### src/rtl/hazard_ctrl.sv
// Load-use stall, taken-branch flush and multi-cycle mul/div hold control for the 5-stage pipeline.
// Optional stall statistics counter enabled by defining HAZARD_STATS_EN.
module hazard_ctrl #(
  parameter int MD_LATENCY = 4
) (
  input  logic       clk,
  input  logic       reset,
  input  logic [4:0] IFID_src1,
  input  logic [4:0] IFID_src2,
  input  logic       IFID_uses_src2,
  input  logic       IDEX_MemRead,
  input  logic [4:0] IDEX_dest,
  input  logic       branch_taken,
  input  logic       md_start,
  output logic       PC_write,
  output logic       IFID_write,
  output logic       IFID_flush,
  output logic       IDEX_bubble,
  output logic       EX_hold,
  output logic       EXMEM_bubble,
  output logic       md_busy,
  output logic       md_done
`ifdef HAZARD_STATS_EN
  ,
  output logic [31:0] stall_count
`endif
);

  localparam int CNT_W = $clog2(MD_LATENCY);
  // Start value covers the remaining hold cycles; it is zero when MD_LATENCY is 2.
  localparam logic [CNT_W-1:0] CNT_START = CNT_W'(MD_LATENCY - 2);

  typedef enum logic {
    RUN,
    MDBUSY
  } state_e;

  state_e           state_q, state_d;
  logic [CNT_W-1:0] cnt_q, cnt_d;
  logic             ldHaz;

  assign ldHaz = IDEX_MemRead && (IDEX_dest != 5'd0) &&
                 ((IDEX_dest == IFID_src1) ||
                  (IFID_uses_src2 && (IDEX_dest == IFID_src2)));

  always_ff @(posedge clk) begin
    if (reset) begin
      state_q <= RUN;
      cnt_q   <= '0;
    end else begin
      state_q <= state_d;
      cnt_q   <= cnt_d;
    end
  end

  always_comb begin
    state_d      = state_q;
    cnt_d        = cnt_q;
    PC_write     = 1'b1;
    IFID_write   = 1'b1;
    IFID_flush   = 1'b0;
    IDEX_bubble  = 1'b0;
    EX_hold      = 1'b0;
    EXMEM_bubble = 1'b0;
    md_done      = 1'b0;
    unique case (state_q)
      RUN: begin
        if (branch_taken) begin
          IFID_flush  = 1'b1;
          IDEX_bubble = 1'b1;
        end else if (md_start) begin
          PC_write     = 1'b0;
          IFID_write   = 1'b0;
          EX_hold      = 1'b1;
          EXMEM_bubble = 1'b1;
          cnt_d        = CNT_START;
          state_d      = MDBUSY;
        end else if (ldHaz) begin
          PC_write    = 1'b0;
          IFID_write  = 1'b0;
          IDEX_bubble = 1'b1;
        end
      end
      MDBUSY: begin
        if (cnt_q != '0) begin
          PC_write     = 1'b0;
          IFID_write   = 1'b0;
          EX_hold      = 1'b1;
          EXMEM_bubble = 1'b1;
          cnt_d        = cnt_q - 1'b1;
        end else begin
          md_done = 1'b1;
          state_d = RUN;
        end
      end
      default: state_d = RUN;
    endcase
  end

  assign md_busy = (state_q == MDBUSY);

`ifdef HAZARD_STATS_EN
  logic [31:0] stall_q;

  // Counts frozen-PC cycles, sticking at the top value instead of wrapping.
  always_ff @(posedge clk) begin
    if (reset) begin
      stall_q <= '0;
    end else if (!PC_write && (stall_q != 32'hFFFF_FFFF)) begin
      stall_q <= stall_q + 32'd1;
    end
  end

  assign stall_count = stall_q;
`endif

endmodule

### config.mk
export PLATFORM = sky130hd
export DESIGN_NAME = hazard_ctrl
export DESIGN_NICKNAME = d
export VERILOG_FILES = /design/src/rtl/hazard_ctrl.sv
export SDC_FILE = /design/constraint.sdc
export NUM_CORES = 1
export LEC_CHECK = 0
export ABC_CLOCK_PERIOD_IN_PS = 2100
export CAP_MARGIN = 5
export CORE_AREA = 8 8 45 47
export CTS_CLUSTER_DIAMETER = 40
export DETAILED_ROUTE_END_ITERATION = 7
export DIE_AREA = 0 0 53 55
export PLACE_DENSITY = 0.65
export REMOVE_ABC_BUFFERS = 1
export SLEW_MARGIN = 10
export SYNTH_ARGS = -nofsm -noshare
export SYNTH_HDL_FRONTEND = slang
export SYNTH_SLANG_ARGS = --single-unit
### constraint.sdc
create_clock -name clk -period 2.1 [get_ports clk]
set_input_delay 0.42 -clock clk [delete_from_list [all_inputs] [get_ports clk]]
set_output_delay 0.42 -clock clk [all_outputs]
set_load 0.03 [all_outputs]
Yosys cells after proc, flatten, opt, wreduce, memory -nomap -nowiden
Cells that the tools add are included.
- register bits: 3
- bits of input ports: 21
- output and inout port bits: 8
- logic and storage cells: 36
- add/subtract/negate cells: 1
- eq/ne operators: 5
- mux-type cells: 20
- bitwise operators: 1
- reduce and logical (&&, ||, !) cells: 7
- operators by type and width (cell ; count):
    $mux 1 ; 14
    $eq 5x5->1 ; 2
    $mux 2 ; 3
    $reduce_bool 5->1 ; 1
    $ne 2x2->1 const B ; 2
    $pmux 1 s2 ; 2
    $pmux 2 s2 ; 1
    $logic_and 1x1->1 ; 3
    $reduce_and 3->1 ; 1
    $ne 2x1->1 const B ; 1
    $reduce_bool 2->1 ; 1
    $sub 2x1->2 const B ; 1
    $logic_or 1x1->1 ; 1
    $not 1->1 ; 1

Longest topological paths before layout
- word-level depth: 8
- gate-level depth with buffers: 6
- gate-level depth less buffers: 6

Least setup slack after synthesis
Ideal clock, no wire load.
- path kind: input port to output port
- start point: in IDEX_dest[1]
- end point: out PC_write
- arrival: 1.627 ns
- data required time: 1.680 ns
- setup slack: 0.053 ns
- stages on the path: 4
- buffers on the path: 1
- path through: or4_1 o21ai_1 o31a_1 buf_4
- word-level cells in the longest chain between the ends: 8
- elaborated cells between the ends (all ways): 11
- classes of those cells: 2 x eq/ne; 4 x mux; 5 x reduce/logical
- ends and longest elaborated chain (element ; RTL line ; text):
    from (decl) ; 12 ; input logic [4:0] IDEX_dest,
    $eq 5x5->1 ; 44 ; (IFID_uses_src2 && (IDEX_dest == IFID_src2)));
    $logic_and 1x1->1 ; 44 ;
    $logic_or 1x1->1 ; 43 ; ((IDEX_dest == IFID_src1) ||
    $logic_and 1x1->1 (*) ; 42 ; assign ldHaz = IDEX_MemRead && (IDEX_dest != 5'd0) &&
    $mux 1 (*) (3 in a row) ; - ;
    $pmux 1 s2 (*) ; - ;
    to (decl) ; 15 ; output logic PC_write,
Every way passes the cells marked *; elsewhere a longest branch is shown, timed or not.

Worst setup path in the final report
- start point: in IDEX_dest[4]
- end point: out IFID_write
- word-level cells in the longest chain between the ends: 8
- elaborated cells between the ends (all ways): 11
- classes of those cells: 2 x eq/ne; 4 x mux; 5 x reduce/logical
- ends and longest elaborated chain (element ; RTL line ; text):
    $eq 5x5->1 ; 44 ;
    $logic_and 1x1->1 ; 44 ;
    $logic_or 1x1->1 ; 43 ;
    $logic_and 1x1->1 (*) ; 42 ;
    $mux 1 (*) ; 78 ; end else if (ldHaz) begin
    $mux 1 (*) ; 71 ; end else if (md_start) begin
    $mux 1 (*) ; 68 ; if (branch_taken) begin
    $pmux 1 s2 (*) ; 66 ; unique case (state_q)
    to (decl) ; 16 ; output logic IFID_write,
Marked as above.

==> flow_summary.ini <==
[run_status]
status = complete, but fails checks
violations = setup timing

[timing]
fin_crit_ps = 2140
fmax_mhz = 467
finalClockSkew_ps = 0.966
finalCritPeriodShare_pct = 102
worst_pin_slew_ps = 312
hold_viol_final = 0
slew_viol_final = 0
rsz0062_at_grt = yes
setup_viol = 2
hold_ws_ps = 478
slew_headroom_pct = 79.1
worst_slack_ps = -40.8

[floorplanning]
die_x_um = 53
die_h_um = 55
io_pins = 29
dieArea_um2 = 2920
rows = 14
coreArea_um2 = 1380
initial_utilization_pct = 23.1

[worst_setup_path]
crit_path_end_kind = output pin
arrival_ps = 1720
critPathLaunchType = primary input
cp_max_fo = 3
r2r_slack_ps = 580
worst_ep_required_time_ps = 1680
crit_start = IDEX_dest[4]
path_class = in2out
r2r_start = cnt_q[0]

[grt]
gr-total-overflow = 0
track_usage_pct = 7.10
antenna_found_initial = 0
grt_start_max_net_pins = 7
grt_pass1_wl_um = 1530
grt_pass1_vias = 366

[placement]
hpwl_um = 870
port_buffers = 28
place_area_um2 = 644
gp_congestion = 0.654

[synthesis]
syn_avg_cell_area_um2 = 8.62
ys_seq_area_share_pct = 18.8
yosysWarnings = 0
synth_seq_cells = 3
ys_types = 20
synth_area_um2 = 319
syn-instance-count = 37

[clock_tree]
h-tree-depth = 1
cts.sinks = 3
clk_pin_slew_ps = 40
postCtsHoldBufs = 0
cts_tree = built
clock_latency_ps = 230
clock-root-buffer = clkbuf_4
cts_buffers = 3
clockBufferDepth = 2

[route]
vias = 391
drc_errors = 0
wire_per_inst_um = 11.4
routed_via_density = 4.30
drtIter0Drc = 2
drt_wl_total_um = 1040
drtPass1Iterations = 2
antenna_left = 0

[power_and_ir_drop]
clkPwrFrac_pct = 33.2
peakVddDrop_v = 0.000359
power_density_nw_per_um2 = 451
power_switching_uw = 99.3
seq_power_share_pct = 19.9
swShare_pct = 32.0
p_int_uw = 211
p_leak_uw = 0.000308
p_comb_share_pct = 46.9

[hold_path]
worstHoldStart = cnt_q[1]
min_path_type = reg2reg

[final_layout]
nNetsFinal = 98
finalInstanceArea_um2 = 687
area_growth_pct = 115
drive_gt1_share_pct = 41.3
antenna_cells = 0

[flow_run]
max-cap-violations = 0
==> through the flow <==
step                      TNS (ps)  power, µW  setup slack (ps)  util [%]  instances
after floorplan                  0        125              89.3         -         35
after global placement       -1530        205              -705      46.6         86
after detailed placement     -1600        206              -731      46.6         86
after CTS                    -81.6        309             -41.0      48.1         90
after global routing          -297        328              -120      49.6         91
final                        -81.4        310             -40.8      49.6         91
==> cell families after synthesis <==
family                     Yosys count  share of synthesized area, %
AOI/OAI and AO/OA                    6                          14.5
and+or+nand+nor                     10                          19.2
adders and majority gates            1                          3.92
buffers and inverters                5                          8.23
xor gates and xnor gates            10                          27.5
muxes                                2                          7.84
DFF                                  3                          18.8
==> repair_timing <==
| item | 4_1_cts | 5_1_grt |
|---|---|---|
| buffers inserted | 0 | 1 |
| cloned | 0 | 0 |
| gates resized for setup | 51 | 9 |
| setup endpoints to repair | 3 | 5 |
| pin swaps | 13 | 4 |
==> cell type report <==
class | instances | area (µm²)
Clock buffer | 4 | 26.3
Fill cell | 144 | 697
Inverter | 3 | 11.3
Multi-Input combinational cell | 29 | 255
Sequential cell | 3 | 60.1
Tap cell | 16 | 20.0
Timing Repair Buffer | 36 | 314
==> critical path: stages <==
cell and delay [ps]:
buf_8 100, buf_4 120, xor2_1 140, nor3_1 230, a32oi_1 100, buf_4 150
o31a_1 300, buf_6 150
==> flip-flops by register name (all words and copies together) (netlist names) <==
name	cells
md_busy	1
cnt_q	2
==> path summary, 6_finish.rpt <==
path	endpoint	cells after the start
setup / recovery	IFID_write	8
hold / removal	cnt_q[1]	2
setup reg to reg	cnt_q[1]	6
hold reg to reg	cnt_q[1]	2
==> synth_stat cells, drive strengths merged <==
master	n	area [µm²]
buf	2	15.0
ha	1	12.5
and2	1	6.26
a32oi	1	8.76
nor3	1	5.00
nor2	3	11.3
or4	1	7.51
or3	1	6.26
xor2	9	78.8
mux2i	1	10.0
dfxtp	3	60.1
o31a	1	8.76
nor4	1	12.5
o21bai	2	15.0
mux2	1	15.0
a221oi	1	8.76
nor2b	2	12.5
xnor2	1	8.76
inv	3	11.3
o21ai	1	5.00
==> layer usage <==
metal  GRT usage (%)  routed length [µm]
met1            7.73                 387
met2            9.96                 521
met3            5.08                 119
met4            3.88                   8
met5               0                   0
==> layout by cell type (no fill, tap or decap), drive strengths merged, types with 2 or more instances in the layout <==
| cell type | Yosys | routed |
|---|---|---|
| nor2b | 2 | 2 |
| buf | 2 | 21 |
| clkbuf | 0 | 5 |
| clkdlybuf4s15 | 0 | 3 |
| o21bai | 2 | 2 |
| xor2 | 9 | 9 |
| dfxtp | 3 | 3 |
| inv | 3 | 3 |
| dlygate4sd2 | 0 | 4 |
| clkdlybuf4s50 | 0 | 7 |
| nor2 | 3 | 3 |
==> power by group through the flow <==
stage	clock (µW)	combinational (µW)	sequential, µW
2_1_floorplan	0	59.4	65.8
3_5_place_dp	0	143	62.6
5_1_grt	111	155	62.0
3_3_place_gp	0	143	62.7
6_report	103	145	61.8
4_1_cts	106	141	61.7
No activity file was read; power rests on OpenSTA's default activity.
